[config.mk]
export PLATFORM = sky130hd
export DESIGN_NAME = stim_sequencer
export DESIGN_NICKNAME = d
export VERILOG_FILES = /design/src/rtl/stim_sequencer.sv
export SDC_FILE = /design/constraint.sdc
export NUM_CORES = 1
export LEC_CHECK = 0
export CAP_MARGIN = 5
export CORE_MARGIN = 2
export CORE_UTILIZATION = 45
export DETAILED_ROUTE_END_ITERATION = 6
export HOLD_SLACK_MARGIN = 0.15
export REMOVE_ABC_BUFFERS = 1
export SYNTH_ARGS = -nofsm -noshare
export SYNTH_HDL_FRONTEND = slang
export SYNTH_SLANG_ARGS = --single-unit
[constraint.sdc]
create_clock -name sys_clk -period 9.3 [get_ports sys_clk]
set_clock_uncertainty 0.05 [all_clocks]
set_input_delay 1.86 -clock sys_clk [delete_from_list [all_inputs] [get_ports sys_clk]]
set_output_delay 1.86 -clock sys_clk [all_outputs]
set_load 0.01 [all_outputs]
[src/rtl/stim_sequencer.sv]
// rtl/stim_sequencer.sv - IGBT pulse-train scheduler with one-hot gate drive and enforced dead time
module stim_sequencer #(
  parameter int CLK_PER_US = 50,
  parameter int DEAD_US    = 2
) (
  input  logic        sys_clk,
  input  logic        sys_rst_n,
  input  logic        start,
  input  logic        abort,
  input  logic [4:0]  cfg_ch_mask,
  input  logic [15:0] cfg_on_time,
  input  logic [15:0] cfg_pulse_period,
  input  logic [7:0]  cfg_pulses,
  input  logic [23:0] cfg_burst_period,
  input  logic [7:0]  cfg_bursts,
  output logic [4:0]  IGBT,
  output logic        busy,
  output logic        done,
  output logic        cfg_err
);

  localparam int               SUB_W      = (CLK_PER_US > 1) ? $clog2(CLK_PER_US) : 1;
  localparam logic [SUB_W-1:0] SUB_TOP    = SUB_W'(CLK_PER_US - 1);
  localparam logic [16:0]      DEAD_TICKS = 17'(DEAD_US);

  typedef enum logic [2:0] {IDLE, FIRE, DEAD, GAP, BURST_WAIT} state_t;

  state_t           state;
  logic [2:0]       ch;
  logic [7:0]       pulse_idx;
  logic [7:0]       burst_idx;
  logic [15:0]      pulse_timer;
  logic [23:0]      burst_timer;
  logic [SUB_W-1:0] sub;
  logic [4:0]       mask_r;
  logic [15:0]      on_r;
  logic [15:0]      period_r;
  logic [7:0]       pulses_r;
  logic [23:0]      bperiod_r;
  logic [7:0]       bursts_r;
  logic             fin;
  logic             rej;

  // Next enabled channel strictly after cur, wrapping; cur=4 yields the lowest set bit.
  function automatic logic [2:0] next_ch(input logic [4:0] mask, input logic [2:0] cur);
    logic [2:0] pick;
    logic [2:0] idx;
    pick = cur;
    for (int k = 5; k >= 1; k--) begin
      idx = 3'((int'(cur) + k) % 5);
      if (mask[idx]) pick = idx;
    end
    return pick;
  endfunction

  logic [15:0] on_in;
  logic [7:0]  pulses_in;
  logic [23:0] train_len;
  logic        cfg_bad;
  logic        tick;
  logic        on_due;
  logic        dead_due;
  logic        pulse_due;
  logic        burst_due;
  logic        last_pulse;
  logic        last_burst;
  logic        new_burst;
  logic [2:0]  nxt;

  assign on_in     = (cfg_on_time == 16'd0) ? 16'd1 : cfg_on_time;
  assign pulses_in = (cfg_pulses == 8'd0) ? 8'd1 : cfg_pulses;
  assign train_len = 24'(cfg_pulse_period) * 24'(pulses_in);
  assign cfg_bad   = (cfg_ch_mask == 5'd0)
                  || ((17'(on_in) + DEAD_TICKS) >= 17'(cfg_pulse_period))
                  || ((cfg_bursts != 8'd1) && (train_len > cfg_burst_period));

  // State moves only on tick edges; outputs follow one edge later, so each
  // firing lasts exactly on_eff*CLK_PER_US cycles starting the edge after accept.
  assign tick       = (sub == SUB_TOP);
  assign on_due     = tick && ((17'(pulse_timer) + 17'd1) == 17'(on_r));
  assign dead_due   = tick && ((17'(pulse_timer) + 17'd1) == (17'(on_r) + DEAD_TICKS));
  assign pulse_due  = tick && ((17'(pulse_timer) + 17'd1) == 17'(period_r));
  assign burst_due  = tick && ((25'(burst_timer) + 25'd1) == 25'(bperiod_r));
  assign last_pulse = (9'(pulse_idx) + 9'd1) >= 9'(pulses_r);
  assign last_burst = (bursts_r != 8'd0) && ((9'(burst_idx) + 9'd1) == 9'(bursts_r));
  assign new_burst  = burst_due && ((state == BURST_WAIT) || ((state == GAP) && pulse_due && last_pulse));
  assign nxt        = next_ch(mask_r, ch);

  always_ff @(posedge sys_clk) begin
    if (!sys_rst_n) begin
      state       <= IDLE;
      ch          <= 3'd0;
      pulse_idx   <= 8'd0;
      burst_idx   <= 8'd0;
      pulse_timer <= 16'd0;
      burst_timer <= 24'd0;
      sub         <= '0;
      mask_r      <= 5'd0;
      on_r        <= 16'd0;
      period_r    <= 16'd0;
      pulses_r    <= 8'd0;
      bperiod_r   <= 24'd0;
      bursts_r    <= 8'd0;
      fin         <= 1'b0;
      rej         <= 1'b0;
      IGBT        <= 5'd0;
      busy        <= 1'b0;
      done        <= 1'b0;
      cfg_err     <= 1'b0;
    end else begin
      fin     <= 1'b0;
      rej     <= 1'b0;
      IGBT    <= (state == FIRE) ? (5'b00001 << ch) : 5'd0;
      busy    <= (state != IDLE);
      done    <= fin;
      cfg_err <= rej;
      sub     <= tick ? '0 : sub + SUB_W'(1);
      if (state != IDLE && tick) begin
        pulse_timer <= pulse_timer + 16'd1;
        burst_timer <= burst_timer + 24'd1;
      end
      if (abort) begin
        state <= IDLE;
        IGBT  <= 5'd0;
        busy  <= 1'b0;
        done  <= 1'b0;
      end else if (new_burst) begin
        burst_idx   <= burst_idx + 8'd1;
        pulse_idx   <= 8'd0;
        pulse_timer <= 16'd0;
        burst_timer <= 24'd0;
        ch          <= nxt;
        state       <= FIRE;
      end else begin
        case (state)
          IDLE: begin
            if (start) begin
              if (cfg_bad) begin
                rej <= 1'b1;
              end else begin
                mask_r      <= cfg_ch_mask;
                on_r        <= on_in;
                period_r    <= cfg_pulse_period;
                pulses_r    <= pulses_in;
                bperiod_r   <= cfg_burst_period;
                bursts_r    <= cfg_bursts;
                ch          <= next_ch(cfg_ch_mask, 3'd4);
                pulse_idx   <= 8'd0;
                burst_idx   <= 8'd0;
                pulse_timer <= 16'd0;
                burst_timer <= 24'd0;
                sub         <= '0;
                state       <= FIRE;
              end
            end
          end
          FIRE: if (on_due) state <= DEAD;
          DEAD: begin
            if (dead_due) begin
              if (last_pulse && last_burst) begin
                state <= IDLE;
                fin   <= 1'b1;
              end else begin
                state <= GAP;
              end
            end
          end
          GAP: begin
            if (pulse_due) begin
              if (!last_pulse) begin
                pulse_idx   <= pulse_idx + 8'd1;
                pulse_timer <= 16'd0;
                ch          <= nxt;
                state       <= FIRE;
              end else begin
                state <= BURST_WAIT;
              end
            end
          end
          BURST_WAIT: state <= BURST_WAIT;
          default:    state <= IDLE;
        endcase
      end
    end
  end

endmodule

# --- Word level (Yosys, flattened, before mapping) ---
# Cells that the tools add are included.
totals:
  reg_bits: 155
  input_bits: 81
  out_inout_bits: 8
  elab_cells: 182
classes:
  addsub: 16
  multipliers: 1
  div: 5
  magnitude_cmp: 8
  n_eq_ne: 23
  shifts: 1
  muxes: 66
  n_bitwise: 9
  n_reduce_logical: 33
op_table:
  columns: ["operator", "count"]
  rows:
  - ["32-bit by 4-bit remainder unit with 32-bit output, second input constant", 5]
  - ["24-bit two-way mux", 6]
  - ["16-bit two-way mux", 8]
  - ["8-bit two-way mux", 8]
  - ["3-bit two-way mux", 20]
  - ["6-bit two-way mux", 6]
  - ["16-bit by 2-bit adder with 17-bit output, second input constant", 2]
  - ["17-bit by 16-bit equality test with 1-bit output", 2]
  - ["16-bit case mux with 2 select lines", 1]
  - ["24-bit by 1-bit adder with 25-bit output, second input constant", 1]
  - ["25-bit by 24-bit equality test with 1-bit output", 1]
  - ["24-bit by 1-bit adder with 24-bit output, second input constant", 1]
  - ["24-bit greater-than comparator", 1]
  - ["16-bit by 8-bit multiplier with 24-bit output", 1]
  - ["3-bit by 4-bit less-than comparator with 1-bit output, second input constant", 5]
  - ["8-bit by 1-bit adder with 9-bit output, second input constant", 2]
  - ["3-bit inequality test, second input constant", 6]
  - ["16-bit by 1-bit adder with 17-bit output, second input constant", 1]
  - ["17-bit equality test", 1]
  - ["17-bit by 16-bit greater-or-equal comparator with 1-bit output", 1]
  - ["16-bit by 1-bit adder with 16-bit output, second input constant", 1]
  - ["8-bit by 1-bit adder with 8-bit output, second input constant", 2]
  - ["16-bit logical NOT", 1]
  - ["8-bit case mux with 2 select lines", 1]
  - ["34 further kinds", 78]

# --- Longest topological paths before layout ---
depth:
  ltp_word: 13
  ltp_mapped: 32
  mapped_depth_nobuf: 31

# --- Least setup slack after synthesis ---
# Ideal clock, no wire load.
synth_timing:
  kind: "in2reg"
  from: "in cfg_pulses[7]"
  to: "reg bperiod_r[0]"
  setup_ps: 117
  arrival_time_ps: 8448
  t_required_ps: 9133
  setup_slack_ps: 685
  cell_stages: 29
  path_buffers: 3
  cell_sequence: "clkbuf_1 > and2_1 > fa_1 > fa_1 > fa_1 > inv_1 > fa_1 > inv_1 > ha_1 > nor3_1 > nor2_1 > a31oi_1 > a21oi_1 > a41o_1 > o41ai_1 > o21bai_1 > a21oi_1 > xnor2_1 > ha_1 > nand4_1 > nor2_1 > a21oi_1 > o211ai_1 > a211oi_1 > o211a_1 > clkbuf_1 > clkbuf_1 > mux2i_1 > nor2b_1"
synth_via:
  elab_chain_cells: 8
synth_rtl:
  columns: ["item", "line_no", "text"]
  rows:
  - ["start: declaration", "13", "input logic [7:0] cfg_pulses,"]
  - ["8-bit logical NOT", "71", "assign pulses_in = (cfg_pulses == 8'd0) ? 8'd1 : cfg_pulses;"]
  - ["8-bit two-way mux *", "71", null]
  - ["16-bit by 8-bit multiplier with 24-bit output *", "72", "assign train_len = 24'(cfg_pulse_period) * 24'(pulses_in);"]
  - ["24-bit greater-than comparator *", "75", "|| ((cfg_bursts != 8'd1) && (train_len > cfg_burst_period));"]
  - ["1-bit logical AND *", "75", null]
  - ["1-bit logical OR *", "75", null]
  - ["1-bit inverter (no line) *", null, null]
  - ["5-bit AND reduction (no line) *", null, null]
  - ["end signal: assignment", "145", "bperiod_r <= cfg_burst_period;"]
  - ["end: declaration", "39", "logic [23:0] bperiod_r;"]
# Mark *: on every way between the ends. The rest lies on a longest branch, timed or not.
# A chain may end at the register's enable or synchronous reset.

# --- Worst setup path in the final report ---
layout_timing:
  from: "in cfg_pulses[4]"
  to: "reg ch[0]"
layout_via:
  elab_chain_cells: 8
layout_rtl:
  columns: ["item", "line_no", "text"]
  rows:
  - ["8-bit logical NOT", "71", null]
  - ["8-bit two-way mux *", "71", null]
  - ["16-bit by 8-bit multiplier with 24-bit output *", "72", null]
  - ["24-bit greater-than comparator *", "75", null]
  - ["1-bit logical AND *", "75", null]
  - ["1-bit logical OR *", "75", null]
  - ["3-bit inequality test (no line) *", null, null]
  - ["6-bit AND reduction (no line) *", null, null]
  - ["end signal: assignment", "132", "ch <= nxt;"]
  - ["end signal: assignment", "147", "ch <= next_ch(cfg_ch_mask, 3'd4);"]
  - ["end signal: assignment", "173", "ch <= nxt;"]
  - ["end: declaration", "29", "logic [2:0] ch;"]
# Marked as above.

==> results.txt <==
----------------------------------------------------
[Outcome]
  Status ... completed

[STA]
  Final period utilization ... 0.950
  Upper clock frequency limit ... 113 MHz
  Setup repair after global routing missed its margin ... no
  Max-slew violation count ... 0
  Total negative setup slack ... 0 ns
  Clock period minus final worst setup slack ... 8.84 ns
  Worst Max-Slew Pin Slew ... 0.837 ns
  Relative slew margins ... 0.437
  Final setup violating endpoints ... 0
  Crit path setup slack, layout ... 0.461 ns
  Final hold viol count ... 0

[Floorplan]
  Rows ... 69
  Die area ... 37,400 sq um
  Die span in x ... 193 um
  Starting density of the core ... 0.456
  Ports placed on the boundary ... 89
  Vertical die dimension ... 193 um
  Core box area ... 35,400 sq um

[CTS]
  Post-CTS clock slew at the launch and capture registers of the worst setup and hold paths ... 0.07 ns
  Clock sinks ... 155
  Clock Latency Late Sink ... 0.43 ns
  TritonCTS clock tree ... built
  Buffer type at the clock tree root ... sky130_fd_sc_hd__clkbuf_16
  CTS HTree Levels ... 4
  Max clock buf depth ... 2
  Number of buffers created by CTS ... 17

[Yosys]
  Post-synthesis sequential element count ... 155
  Number of enable-type register cells in the synthesized netlist ... 0
  Post-Syn Area per Cell ... 8.07 sq um
  Async set or reset register ratio after synthesis ... 0
  Ranking of synthesized cells by instance count ... sky130_fd_sc_hd__inv_1 (192), sky130_fd_sc_hd__nor2_1 (181), sky130_fd_sc_hd__dfxtp_1 (155)
  Number of distinct library cell variants in the gate-level netlist after synthesis ... 97
  Instance count of the mapped netlist ... 1,999
  Ranking of synthesized cells by area ... sky130_fd_sc_hd__dfxtp_1 (19%), sky130_fd_sc_hd__fa_1 (10%), sky130_fd_sc_hd__ha_1 (9.9%)
  Yosys top cell area share ... 0.192
  Most numerous cell in the Yosys netlist ... sky130_fd_sc_hd__inv_1
  Main synth FF type ... sky130_fd_sc_hd__dfxtp_1
  Post-Synthesis Cell Area ... 16,100 sq um
  Yosys Warn Count ... 0
  Register area share after synthesis ... 0.192
  Yosys top cell by area ... sky130_fd_sc_hd__dfxtp_1

[Setup path]
  Slowest stage cell, crit path ... sky130_fd_sc_hd__clkdlybuf4s50_1
  Data arrival, critical path ... 9.14 ns
  Biggest cell delay along the critical path ... 0.64 ns
  Setup Crit Path Kind ... input pin to flop
  Kind of end point of the critical path ... flop
  CP Max Fanout ... 12
  FF-to-FF path depth ... 18
  Endpoint required time on the critical path ... 9.60 ns
  Worst setup SP type ... input pin

[Finish]
  Final #Nets ... 2,342
  # diodes ... 0
  Number of fillers in the final layout ... 3,466
  Layout cell share with drive strength beyond 1 ... 0.0587
  P&R area growth vs syn ... 12.0%

[Global routing]
  GR Util met1 ... 0.327
  First-pass GRT wire length ... 69,900 um
  Met3 layer usage reported by global route ... 0.0263
  Total global routing track utilization ... 0.226
  GRT met2 Usage ... 0.360
  Gr ovfl total ... 0
  Number of global-route vias before repair ... 13,200
  Largest net degree at the start of global routing ... 95
  Antenna violations before repair ... 0
  Busiest layer in global routing ... met2

[Place]
  Place WS ... -0.174 ns
  Count of port buffers added during placement ... 88
  Gp weighted congestion ... 0.927
  HPWL after DPL ... 33,500 um

[Power and ir drop]
  Final Power ... 3.10 mW
  VDD IR-drop max ... 0.000128 V
  Static Leak ... 7.52 nW
  Power Dens Cells ... 171 nW/um^2

[Routing]
  First drt pass iteration count ... 5
  Routed wire per std cell ... 16.8 um
  Via density ... 5.50
  Final Routed Wirelength ... 42,400 um
  Violation count after the first detailed-route iteration ... 843
  Vias after detailed routing ... 13,900
  DRC ... 0
  Detail Route Antenna Nets ... 0

[Worst hold path]
  Class of the most critical hold timing path ... flop to flop
  Hold-critical path depth ... 1

[Run]
  Max-cap violations ... 0

----------------------------------------------------
==> sequential cells by signal (all words and copies together) (netlist names) <==
name         cells
pulse_timer     16
bursts_r         8
sub              6
pulse_idx        8
done             1
ch               3
busy             1
on_r            16
IGBT             5
rej              1
burst_idx        8
period_r        16
bperiod_r       24
burst_timer     24
fin              1
state            3
mask_r           5
pulses_r         8
cfg_err          1
==> worst max-delay path, delay by kind of cell <==
family	cells	cell delay (ns)
AOI/OAI and AO/OA	12	2.57
xor gates and xnor gates	1	0.14
and+or+nand+nor	6	0.91
buffers and inverters	6	0.94
adders and majority gates	6	2.68
==> per-stage QoR <==
stage	instance area [sq um]	cells	hold WS, ns	utilization
after global routing	18100	2523	0.403	0.511
final	18100	2523	0.383	0.511
after floorplan	15700	1911	0.362	-
after CTS	18100	2523	0.386	0.510
after detailed placement	17400	2491	0.369	0.493
after global placement	17400	2491	0.367	0.493
==> power by group <==
group          switching [mW]  leakage [nW]  total [mW]  internal (mW)
Clock                   0.314         0.305       0.748          0.433
Combinational           0.897          5.96        1.60          0.708
Sequential             0.0447          1.25       0.746          0.702
Total                    1.26          7.52        3.10           1.84
==> path summary, 6_finish.rpt <==
path | start | end | slack, ns
worst min-delay path | rej | cfg_err | 0.38
worst min register to register | rej | cfg_err | 0.38
worst max-delay path | cfg_pulses[4] | ch[0] | 0.46
worst max register to register | ch[1] | ch[0] | 3.79
==> layout make-up <==
class | count | area [sq um] | share of cell area
multi-input cells | 1562 | 11900 | 0.657
flip-flops and latches | 155 | 3100 | 0.172
repair buffers | 119 | 1170 | 0.0648
inverters | 194 | 728 | 0.0403
well taps | 461 | 577 | 0.0319
clock inverters | 15 | 201 | 0.0111
clock buffers | 17 | 425 | 0.0235
==> repair_timing <==
item / CTS / global route
hold buffers: 0 / 0
setup buffers: 0 / 0
endpoints found under the setup margin: 0 / 143
gates resized for setup: 0 / 2
==> cells in the final DEF, fill, tap and decap left out, types with 6 or more instances in the layout <==
master	count
sky130_fd_sc_hd__nor2_1	181
sky130_fd_sc_hd__o21ai_0	44
sky130_fd_sc_hd__a211oi_1	10
sky130_fd_sc_hd__ha_1	128
sky130_fd_sc_hd__nor2b_1	80
sky130_fd_sc_hd__and2_1	111
sky130_fd_sc_hd__a21o_1	12
sky130_fd_sc_hd__mux2_2	9
sky130_fd_sc_hd__nor4_1	23
sky130_fd_sc_hd__inv_1	192
sky130_fd_sc_hd__o21a_1	7
sky130_fd_sc_hd__fa_1	84
sky130_fd_sc_hd__nand2_1	132
sky130_fd_sc_hd__mux2i_1	37
sky130_fd_sc_hd__xor2_1	65
sky130_fd_sc_hd__or3_1	10
sky130_fd_sc_hd__or4_1	6
sky130_fd_sc_hd__nand3b_1	6
sky130_fd_sc_hd__and3_1	24
sky130_fd_sc_hd__clkdlybuf4s50_1	87
sky130_fd_sc_hd__o21bai_1	6
sky130_fd_sc_hd__a21oi_1	107
sky130_fd_sc_hd__a21boi_0	6
sky130_fd_sc_hd__o211ai_1	14
sky130_fd_sc_hd__nor3_1	35
sky130_fd_sc_hd__a2bb2oi_1	8
sky130_fd_sc_hd__nand4_1	42
sky130_fd_sc_hd__clkbuf_16	17
sky130_fd_sc_hd__xnor2_1	110
sky130_fd_sc_hd__nand2b_1	33
sky130_fd_sc_hd__buf_4	26
sky130_fd_sc_hd__o22ai_1	7
sky130_fd_sc_hd__and4_1	15
sky130_fd_sc_hd__nand3_1	64
sky130_fd_sc_hd__a31oi_1	15
sky130_fd_sc_hd__o31ai_1	12
sky130_fd_sc_hd__dfxtp_1	155
==> logic make-up after synthesis <==
family          after synthesis  share of synthesized area
simple gates                805                      0.270
compound gates              319                      0.131
buf+inv                     282                     0.0728
fa+ha+maj                   212                      0.204
xor+xnor                    180                      0.102
flops                       155                      0.192
mux                          46                     0.0292
==> routing by layer <==
layer | wire [um] | up-vias
li1 | - | 6915
met1 | 20900 | 6618
met2 | 19400 | 302
met3 | 1570 | 36
met4 | 630 | 0
met5 | 0 | -
No activity file was read; power rests on OpenSTA's default activity.
